**src/rtl/cmp_seq_32_pkg.sv**
```systemverilog
// Shared definitions for the nibble-serial magnitude comparator.
package cmp_seq_32_pkg;

   localparam int unsigned NIBBLE = 4;

   typedef enum logic {
      StIdle = 1'b0,
      StScan = 1'b1
   } stateT;

   // Index counter width for n nibbles; never narrower than one bit.
   function automatic int unsigned idxWidth(input int unsigned n);
      return (n > 1) ? $clog2(n) : 1;
   endfunction

endpackage

```
**src/rtl/cmp_seq_32_if.sv**
```systemverilog
// Request/result bundle between a compare requester and cmp_seq_32.
interface cmp_seq_32_if #(
   parameter int unsigned WIDTH = 32
);
   logic             start;
   logic [WIDTH-1:0] a;
   logic [WIDTH-1:0] b;
   logic             is_signed;
   logic             busy;
   logic             done;
   logic             lt;
   logic             gt;
   logic             eq;

   modport master (
      output start, a, b, is_signed,
      input  busy, done, lt, gt, eq
   );

   modport slave (
      input  start, a, b, is_signed,
      output busy, done, lt, gt, eq
   );
endinterface

```
**src/rtl/comparator_4bit.sv**
```systemverilog
// Combinational unsigned 4-bit magnitude comparator.
module comparator_4bit (
   input  logic [3:0] a,
   input  logic [3:0] b,
   output logic       lt,
   output logic       gt,
   output logic       eq
);
   assign lt = (a < b);
   assign gt = (a > b);
   assign eq = (a == b);
endmodule

```
**src/rtl/cmp_seq_32.sv**
```systemverilog
// Multi-cycle magnitude comparator: scans one nibble per cycle, MS nibble first,
// and stops at the first differing nibble.
module cmp_seq_32
   import cmp_seq_32_pkg::*;
#(
   parameter int unsigned WIDTH = 32
) (
   input logic         clk,
   input logic         rst_n,
   cmp_seq_32_if.slave bus
);
   localparam int unsigned N  = WIDTH / NIBBLE;
   localparam int unsigned IW = idxWidth(N);
   localparam logic [IW-1:0] TopIdx = IW'(N - 1);

   stateT            stateQ, stateD;
   logic [IW-1:0]    idxQ, idxD;
   logic [WIDTH-1:0] aQ, aD;
   logic [WIDTH-1:0] bQ, bD;
   logic             signedQ, signedD;
   logic             ltQ, ltD;
   logic             gtQ, gtD;
   logic             eqQ, eqD;
   logic             doneQ, doneD;

   logic [N-1:0][NIBBLE-1:0] aNibs, bNibs;
   logic [NIBBLE-1:0]        aNib, bNib, aCmp, bCmp;
   logic                     flipSign;
   logic                     cmpLt, cmpGt, cmpEq;

   assign aNibs = aQ;
   assign bNibs = bQ;
   assign aNib  = aNibs[idxQ];
   assign bNib  = bNibs[idxQ];

   // Offset-binary: inverting both sign bits turns a signed compare into unsigned.
   assign flipSign = signedQ && (idxQ == TopIdx);
   assign aCmp     = {aNib[NIBBLE-1] ^ flipSign, aNib[NIBBLE-2:0]};
   assign bCmp     = {bNib[NIBBLE-1] ^ flipSign, bNib[NIBBLE-2:0]};

   comparator_4bit uCmp (
      .a  (aCmp),
      .b  (bCmp),
      .lt (cmpLt),
      .gt (cmpGt),
      .eq (cmpEq)
   );

   always_comb begin
      stateD  = stateQ;
      idxD    = idxQ;
      aD      = aQ;
      bD      = bQ;
      signedD = signedQ;
      ltD     = ltQ;
      gtD     = gtQ;
      eqD     = eqQ;
      doneD   = 1'b0;
      unique case (stateQ)
         StIdle: begin
            if (bus.start) begin
               stateD  = StScan;
               aD      = bus.a;
               bD      = bus.b;
               signedD = bus.is_signed;
               idxD    = TopIdx;
            end
         end
         StScan: begin
            if (!cmpEq) begin
               ltD    = cmpLt;
               gtD    = cmpGt;
               eqD    = 1'b0;
               doneD  = 1'b1;
               stateD = StIdle;
            end else if (idxQ == '0) begin
               ltD    = 1'b0;
               gtD    = 1'b0;
               eqD    = 1'b1;
               doneD  = 1'b1;
               stateD = StIdle;
            end else begin
               idxD = idxQ - IW'(1);
            end
         end
         default: stateD = StIdle;
      endcase
   end

   always_ff @(posedge clk) begin
      if (!rst_n) begin
         stateQ  <= StIdle;
         idxQ    <= '0;
         aQ      <= '0;
         bQ      <= '0;
         signedQ <= 1'b0;
         ltQ     <= 1'b0;
         gtQ     <= 1'b0;
         eqQ     <= 1'b0;
         doneQ   <= 1'b0;
      end else begin
         stateQ  <= stateD;
         idxQ    <= idxD;
         aQ      <= aD;
         bQ      <= bD;
         signedQ <= signedD;
         ltQ     <= ltD;
         gtQ     <= gtD;
         eqQ     <= eqD;
         doneQ   <= doneD;
      end
   end

   assign bus.busy = (stateQ == StScan);
   assign bus.done = doneQ;
   assign bus.lt   = ltQ;
   assign bus.gt   = gtQ;
   assign bus.eq   = eqQ;

endmodule
```
**src/flat_wrapper.sv**
```systemverilog
// flat-port wrapper written by rule: the top's interface ports become plain ports
module cmp_seq_32_flat import cmp_seq_32_pkg::*;
#(
   parameter int unsigned WIDTH = 32
)
  (clk, rst_n, bus_start, bus_a, bus_b, bus_is_signed, bus_busy, bus_done, bus_lt, bus_gt, bus_eq);
  cmp_seq_32_if #(.WIDTH(WIDTH)) bus_i ();
  input logic clk;
  input logic rst_n;
  input wire logic [$bits(bus_i.start)-1:0] bus_start;
  input wire logic [$bits(bus_i.a)-1:0] bus_a;
  input wire logic [$bits(bus_i.b)-1:0] bus_b;
  input wire logic [$bits(bus_i.is_signed)-1:0] bus_is_signed;
  output wire logic [$bits(bus_i.busy)-1:0] bus_busy;
  output wire logic [$bits(bus_i.done)-1:0] bus_done;
  output wire logic [$bits(bus_i.lt)-1:0] bus_lt;
  output wire logic [$bits(bus_i.gt)-1:0] bus_gt;
  output wire logic [$bits(bus_i.eq)-1:0] bus_eq;
  assign bus_i.start = bus_start;
  assign bus_i.a = bus_a;
  assign bus_i.b = bus_b;
  assign bus_i.is_signed = bus_is_signed;
  assign bus_busy = bus_i.busy;
  assign bus_done = bus_i.done;
  assign bus_lt = bus_i.lt;
  assign bus_gt = bus_i.gt;
  assign bus_eq = bus_i.eq;
  cmp_seq_32 #(.WIDTH(WIDTH)) u_core (.clk(clk), .rst_n(rst_n), .bus(bus_i));
endmodule
```
**config.mk**
```make
export PLATFORM = sky130hd
export DESIGN_NAME = cmp_seq_32_flat
export DESIGN_NICKNAME = d
export VERILOG_FILES = /design/src/rtl/cmp_seq_32_pkg.sv /design/src/rtl/cmp_seq_32_if.sv /design/src/rtl/comparator_4bit.sv /design/src/rtl/cmp_seq_32.sv /design/src/flat_wrapper.sv
export SDC_FILE = /design/constraint.sdc
export NUM_CORES = 1
export LEC_CHECK = 0
export CAP_MARGIN = 20
export CORE_AREA = 3 3 118 120
export DETAILED_ROUTE_END_ITERATION = 7
export DIE_AREA = 0 0 121 123
export SYNTH_ARGS = -nofsm -noshare
export SYNTH_HDL_FRONTEND = slang
export SYNTH_HIERARCHICAL = 1
export SYNTH_SLANG_ARGS = --single-unit
```
**constraint.sdc**
```tcl
create_clock -name clk -period 3.4 [get_ports clk]
set_clock_uncertainty 0.2 [all_clocks]
set_input_delay 0.34 -clock clk [delete_from_list [all_inputs] [get_ports clk]]
set_output_delay 0.34 -clock clk [all_outputs]
set_load 0.01 [all_outputs]
```
* Yosys cells after proc, flatten, opt, wreduce, memory -nomap -nowiden
Cells that the tools add are included.
** Word-level totals
- Output and inout port bits :: 5
- Flip-flop bits (word level) :: 73
** Operators by class
- Bitwise gates (word level) :: 3
- Equality and inequality tests :: 6
- Reduce and logical (&&, ||, !) cells :: 6
- Magnitude comparators :: 3
- Multiplexer cells :: 19
- Add/sub/neg operators :: 1
** Operators by type and width (number)
- 4-bit binary-select mux with 3-bit select :: 2
- 1-bit two-way mux :: 10
- 3-bit two-way mux :: 3
- 4-bit two-way mux :: 2
- 2-bit inequality test (second input constant) :: 4
- 3-bit one-hot mux with 2 select lines :: 1
- 2-bit AND reduction :: 3
- 4-bit equality test :: 1
- 4-bit > comparator :: 1
- 3-bit by 4-bit less-than comparator with 1-bit output (second input constant) :: 1
- 4-bit less-than comparator :: 1
- 3-bit equality test (second input constant) :: 1
- 3-bit zero test :: 1
- 3-bit AND reduction :: 1
- 3-bit by 1-bit subtractor with 3-bit output (second input constant) :: 1
- 1-bit one-hot mux with 2 select lines :: 1
- 1-bit XOR :: 2
- 1-bit logical AND :: 1
- 1-bit NOT :: 1

* Longest topological paths before layout
Gate-level depths: netlist of run 1.
- Depth in word-level cells :: 6
- Gate-level depth with buffers :: 13
- Mapped depth without buffers :: 12

* Cells and area by module
Netlist of run 1, hierarchy kept.
** Modules (own cells, without submodules)
- cmp_seq_32 :: seq. area each 1461.4 um2, area an instance 3111.7 um2, times used 1, cells an instance 354
- comparator_4bit :: seq. area each 0.0 um2, area an instance 128.9 um2, times used 1, cells an instance 16

* Worst setup path before layout of run 1
Ideal clock, no wire load.
- Path kind :: reg2reg
- Start point :: reg u_core.idxQ[0]
- End point :: reg u_core.idxQ[0]
- Required time :: 3114 ps
- Cell stages (with the launch flop) :: 12
- Buffers on the path :: 2
- Setup time :: 86 ps
- Path slack :: 491 ps
- Arrival time :: 2623 ps
- Path through :: dfxtp_1 -> buf_6 -> buf_12 -> mux4_2 -> mux2_4 -> ha_1 -> nand2_1 -> nor2_1 -> inv_1 -> nor3b_1 -> nor3_1 -> a211oi_1
** RTL lines
- start: declaration :: RTL line cmp_seq_32.sv:17 : logic [IW-1:0] idxQ, idxD;
- start signal: assignment :: RTL line cmp_seq_32.sv:103 : idxQ <= idxD;
- 4-bit binary-select mux with 3-bit select :: RTL line cmp_seq_32.sv:33 : assign aNib = aNibs[idxQ];
- 4-bit two-way mux (not written as such) :: RTL line cmp_seq_32.sv:33
- via u_core.aCmp[2] :: RTL line cmp_seq_32.sv:27 : logic [NIBBLE-1:0] aNib, bNib, aCmp, bCmp;
- 4-bit equality test :: RTL line comparator_4bit.sv:11 : assign eq = (a == b);
- via u_core.cmpEq :: RTL line cmp_seq_32.sv:29 : logic cmpLt, cmpGt, cmpEq;
- 2-bit inequality test (no source line)
- 3-bit AND reduction (no source line)
The timed path passes the listed nets, and every way through them passes these cells. The select of a mux whose other input is x is not followed.
A chain may end at the register's enable or synchronous reset.

* Worst setup path in the final report of run 1
- Start point :: reg u_core.idxQ[1]
- End point :: reg u_core.idxQ[0]
The elaborated chain is that of the path after synthesis.

==> reports/qor.yml, run 1 <==
setup_viol: 0
r2r_setup_slack_ps: 240
gp_congestion: 0.819
synth_enable_flop_cells: 0
synth_area_per_cell_sq_um: 8.76
cp-start-kind: "flip-flop"
postCtsSetupRepairBufs: 0
slew_violations: 0
nets: 508
yosysUniqueCellTypes: 30
vias_per_cell: 4.45
clk_latency_ps: 330
yosysTopAreaCell: "dfxtp_1"
worst_r2r_endpoint: "u_core/idxQ[0]"
power_density_nw_per_um2: 539
synth_top_cell_area_share: 0.451
timing.rr.start: "u_core/idxQ[1]"
syn-num-nets: 445
track_usage: 0.115
cap_viol_max_count: 0
vias: 2732
rsz0062_at_grt: "no"
slew_headroom: 0.489
async_flop_share: 0
synthTopCellsByArea: "dfxtp_1 45%, nand2_1 15%, a21oi_1 11%"
ctsHoldBuffers: 0
total_leakage_power_nw: 1.70
overflow: 0
syn_to_final_growth_pct: 37.8
port_buffers: 72
drtIter0Drc: 152
fin_cells: 614
root_buffer: "clkbuf_16"
cp_max_fo: 13
io-pin-count: 73
grt_pass1_wl_mm: 13.3
antenna_found_initial: 0
dpl.cell_count: 598
cp.arrival_ps: 3200
place_hpwl_mm: 6.30
critical-path-top-delay-family: "multiplexers"
diodes: 0
synthesis.area_sq_um: 3240
ant_nets: 0
fin_crit_sh: 0.929
dieArea_sq_um: 14900
critPathBufInv: 2
hp-class: "flip-flop to flip-flop"
ir_worst_vdd_uv: 233
reg2reg_depth: 10
drive_gt1_frac: 0.0959
hold_viol_final: 0
crit_top_cell: "inv_1"
grt_max_degree: 41
timing.fmax_ghz: 0.317
post-route-util: 0.341
clock_sinks: 73
crit_path_cell_trace: "mux4_1, mux2_4, inv_1, ha_1, nand2_1, nor2_1, inv_1, nor3b_2, nor3_1, a211oi_1"
finalPower_w: 0.00241
routed_wl_mm: 8.34
synth_ff_type: "dfxtp_1"
finalSetupTns_ps: 0
cp-endpoint: "u_core/idxQ[0]"
avgRoutedWirePerCell_um: 13.6
slowest_delay_ps: 670
yosysMostFrequentCell: "nand2_1"
synth_common_cells: "133 x nand2_1, 73 x dfxtp_1, 70 x a21oi_1"
ys_seq_area_frac: 0.451
cp-startpoint: "u_core/idxQ[1]"
critPathSlowestCell: "dfxtp_1"
path_class: "flip-flop to flip-flop"
grt_pass1_vias: 2777
placementRows: 42
fillCellCount: 1321
drc: 0
cts-buffers-inserted: 9
core_area_sq_um: 13100
cp_data_required_time_ps: 3440
yosys_warnings: 6
cts.htree.levels: 3
path_depth: 10
clockBufferDepth: 2
netlist_instances: 370
status: "complete, no violations"
min_period_ps: 3160
ys_ff_latch: 73
drt_pass1_iterations: 6
cts_tree: "yes"
die_x_um: 121
clk_pin_slew_worst_paths_ps: 50
end_kind: "flip-flop"
start_util: 0.248
fp.dieH_um: 123
tightest_slew_ps: 766
==> report_power, final <==
group	switching, W	internal [W]	leakage [nW]
registers	0.0000473	0.000916	0.600
clock network	0.000339	0.000679	0.162
logic	0.000195	0.000231	0.942
==> logic make-up after synthesis <==
| kind of cell | share of synthesized area |
|---|---|
| AO/OA/AOI/OAI | 0.130 |
| multiplexers | 0.148 |
| buffers and inverters | 0.0517 |
| adder cells (fa/ha/maj) | 0.0270 |
| flip-flops | 0.451 |
| XOR/XNOR | 0.00541 |
| AND/OR/NAND/NOR | 0.187 |
==> layout by cell type, fill, tap and decap left out, types with 3 or more instances in the layout <==
| master | count |
|---|---|
| a21oi_1 | 70 |
| buf_4 | 5 |
| clkbuf_16 | 9 |
| clkdlybuf4s50_1 | 72 |
| dfxtp_1 | 73 |
| ha_1 | 7 |
| inv_1 | 7 |
| mux2_4 | 4 |
| mux4_1 | 10 |
| mux4_2 | 6 |
| nand2_1 | 133 |
| nor2_1 | 9 |
| nor3_1 | 3 |
==> per-layer routing <==
metal  vias to the layer above  share of wire  routed length, um  track usage
met2                        68           0.52               4290        0.203
li1                       1370              -                  -            -
met4                         0          0.015                126       0.0489
met5                         -              0                  0            0
met3                        11          0.053                442       0.0297
met1                      1283           0.42               3470        0.132
==> what timing repair did <==
action                                 in CTS  in global routing
gates resized for setup                     0                  1
setup endpoints to repair                   0                  3
endpoints found under the hold margin       0                  0
==> how the worst min path moves through the flow <==
stage                     start          endpoint  slack [ps]  cells past startpoint
5_1_grt         u_core/bNibs[9]   u_core/bNibs[9]         270                      2
2_1_floorplan   u_core/aNibs[5]   u_core/aNibs[5]         230                      2
3_3_place_gp   u_core/bNibs[31]  u_core/bNibs[31]         240                      2
3_5_place_dp   u_core/bNibs[18]  u_core/bNibs[18]         250                      2
6_report       u_core/bNibs[12]  u_core/bNibs[12]         250                      2
4_1_cts        u_core/bNibs[12]  u_core/bNibs[12]         250                      2
==> cell type report <==
type | instances | area [sq um] | share of cell area
Clock buffer | 11 | 253 | 0.0566
Inverter | 8 | 30.0 | 0.00672
Tap cell | 176 | 220 | 0.0493
Timing Repair Buffer | 79 | 798 | 0.179
Clock inverter | 5 | 77.6 | 0.0174
Sequential cell | 73 | 1460 | 0.327
Multi-Input combinational cell | 262 | 1630 | 0.364
==> state kept, by name, summed over array words and instances (netlist names) <==
| register | flops |
|---|---|
| u_core/bus.done | 1 |
| u_core/bus.gt | 1 |
| u_core/idxQ | 3 |
| u_core/signedQ | 1 |
| u_core/bus.lt | 1 |
| u_core/bus.eq | 1 |
| u_core/bNibs | 32 |
| u_core/aNibs | 32 |
| u_core/bus.busy | 1 |
==> per-stage QoR <==
step | hold slack, ps | area, sq um | setup slack, ps
final | 254 | 4470 | 242
after global routing | 273 | 4470 | 31.4
after CTS | 254 | 4460 | 83.1
after detailed placement | 247 | 4130 | 120
after global placement | 243 | 4130 | 313
after floorplan | 232 | 3240 | 491
==> worst reg2reg max path, cell delays in order (launching register included) <==
cell	delay, ps
dfxtp_1	670
mux4_1	640
mux2_4	280
inv_1	70
ha_1	140
nand2_1	50
nor2_1	250
inv_1	120
nor3b_2	340
nor3_1	80
a211oi_1	220
Power figures use the tool's default switching activity.
==> run 2: changes to the inputs <==
--- a/config.mk
+++ b/config.mk
@@ -9,6 +9,7 @@
 export CORE_AREA = 3 3 118 120
 export DETAILED_ROUTE_END_ITERATION = 7
 export DIE_AREA = 0 0 121 123
+export GPL_ROUTABILITY_DRIVEN = 0
 export SYNTH_ARGS = -nofsm -noshare
 export SYNTH_HDL_FRONTEND = slang
 export SYNTH_HIERARCHICAL = 1
==> results of run 2 <==
Final layout, timing and power as in run 1 (identical DEF).
==> run 3: changes to the inputs <==
==> constraint.sdc (replaced) <==
create_clock -name clk -period 3.4 [get_ports clk]
set_clock_uncertainty 0.2 [all_clocks]
set_input_delay 0.85 -clock clk [delete_from_list [all_inputs] [get_ports clk]]
set_output_delay 0.85 -clock clk [all_outputs]
set_load 0.01 [all_outputs]
==> run 3 against run 2 <==
  * Sequential cell count stayed put
  * Combinational power up 2%
  * Clock power decreased by 12%
  * Die area unchanged
  * Core utilization decreased by 0.18 points
  * Register-to-register slack worse by 20 ps
  * Maximum frequency fell by 0.69%
  * Critical endpoint is now u_core/idxQ[1]
  * Via count is 2.0% lower
  * Non-clock buffer count shrank 1
  * Highest routed layer unchanged
  * Global-route usage is 0.66 points lower
  * Sequential power is 1% lower
==> reports/qor.yml, run 3 (synthesized netlist as in run 1, its figures left out) <==
final_cell_mix: "133 x nand2_1, 73 x dfxtp_1, 72 x clkdlybuf4s50_1, 70 x a21oi_1, 10 x mux4_1"
placementRows: 42
final_common_cell: "nand2_1"
grt_max_degree: 43
finalSetupTns_ps: 0
clkPwrFrac: 0.392
hold_viol_final: 0
slew_headroom: 0.595
cp.arrival_ps: 3200
ctsHoldBuffers: 0
pwr-share-comb: 0.190
r2r_setup_slack_ps: 220
pwr-share-seq: 0.418
drtIter0Drc: 110
grt_util_met2: 0.190
slew_violations: 0
grt-busiest-layer: "met2"
clk_latency_ps: 330
p_sw_w: 0.000566
power_density_nw_per_um2: 514
clk_pin_slew_worst_paths_ps: 50
cts_tree: "yes"
ir_worst_vdd_uv: 328
vias_per_cell: 4.37
track_usage: 0.108
cp_max_fo: 20
worst_slack_ps: 220
drive_gt1_frac: 0.0892
grt_use_met3: 0.0284
tightest_slew_ps: 607
timing.fmax_ghz: 0.314
die_x_um: 121
ant_nets: 0
drc: 0
drt_pass1_iterations: 4
nets: 507
cellInternalPower_w: 0.00172
syn_to_final_growth_pct: 37.1
rsz0062_at_grt: "no"
end_kind: "flip-flop"
clock_sinks: 73
port_buffers: 72
core_area_sq_um: 13100
cap_viol_max_count: 0
io-pin-count: 73
dieArea_sq_um: 14900
grt_pass1_wl_mm: 12.9
antenna_found_initial: 0
cp_data_required_time_ps: 3420
cp-start-kind: "flip-flop"
routed_wl_mm: 7.92
fin_crit_sh: 0.935
overflow: 0
avgRoutedWirePerCell_um: 12.9
start_util: 0.248
cts-buffers-inserted: 9
postCtsSetupRepairBufs: 0
hp-class: "flip-flop to flip-flop"
vias: 2677
dpl_worst_slack_ps: 89.7
fp.dieH_um: 123
setup_viol: 0
total_leakage_power_nw: 1.69
path_class: "flip-flop to flip-flop"
min_period_ps: 3180
status: "complete, no violations"
cts.repair.resized: 0
grt_pass1_vias: 2746
diodes: 0
sw_frac_of_total: 0.248
met1_usage: 0.127
root_buffer: "clkbuf_16"
clockBufferDepth: 2
cts.htree.levels: 3
place_hpwl_mm: 5.94
fillCellCount: 1347
## run 3: worst paths after layout
path                   start               to  depth (start not counted)
max reg2reg   u_core/idxQ[0]   u_core/idxQ[1]                         12
min          u_core/bNibs[9]  u_core/bNibs[9]                          2
max           u_core/idxQ[0]   u_core/idxQ[1]                         12
min reg2reg  u_core/bNibs[9]  u_core/bNibs[9]                          2
## run 3: power groups by stage
stage / logic (W) / registers (W) / clock network (W)
2_1_floorplan: 0.000283 / 0.000958 / 0
3_3_place_gp: 0.000426 / 0.000970 / 0
3_5_place_dp: 0.000435 / 0.000972 / 0
4_1_cts: 0.000438 / 0.000954 / 0.000917
5_1_grt: 0.000480 / 0.000960 / 0.000957
6_report: 0.000434 / 0.000953 / 0.000895
## run 3: stage by stage
stage	cell area [sq um]	utilization	std cells	power (W)	hold slack, ps
6_report	4440	0.340	613	0.00228	252
4_1_cts	4440	0.339	613	0.00231	254
2_1_floorplan	3240	-	370	0.00124	232
3_3_place_gp	4150	0.317	597	0.00140	240
3_5_place_dp	4150	0.317	597	0.00141	247
5_1_grt	4440	0.340	613	0.00240	274
## run 3: cell type report
type | count | area (sq um) | share of cell area
sequential | 73 | 1460 | 0.329
timing repair buffer | 78 | 816 | 0.184
clock inverter | 5 | 56.3 | 0.0127
inverter | 8 | 30.0 | 0.00676
multi-input combinational | 262 | 1630 | 0.366
tap | 176 | 220 | 0.0496
clock buffer | 11 | 233 | 0.0524
## run 3: critical path: stages (launching register included)
cell	delay (ps)
dfxtp_1	350
buf_12	190
mux4_2	530
xor2_1	150
a21oi_1	140
inv_1	50
ha_1	300
nand2_1	80
nor2_1	260
inv_1	110
nor3b_2	350
nor3_1	100
a211oi_1	260
## run 3: per-layer routing
layer	share of wire	up-vias
met1	0.44	1236
met4	0.019	0
met3	0.045	13
met5	0	-
met2	0.50	57
li1	-	1371
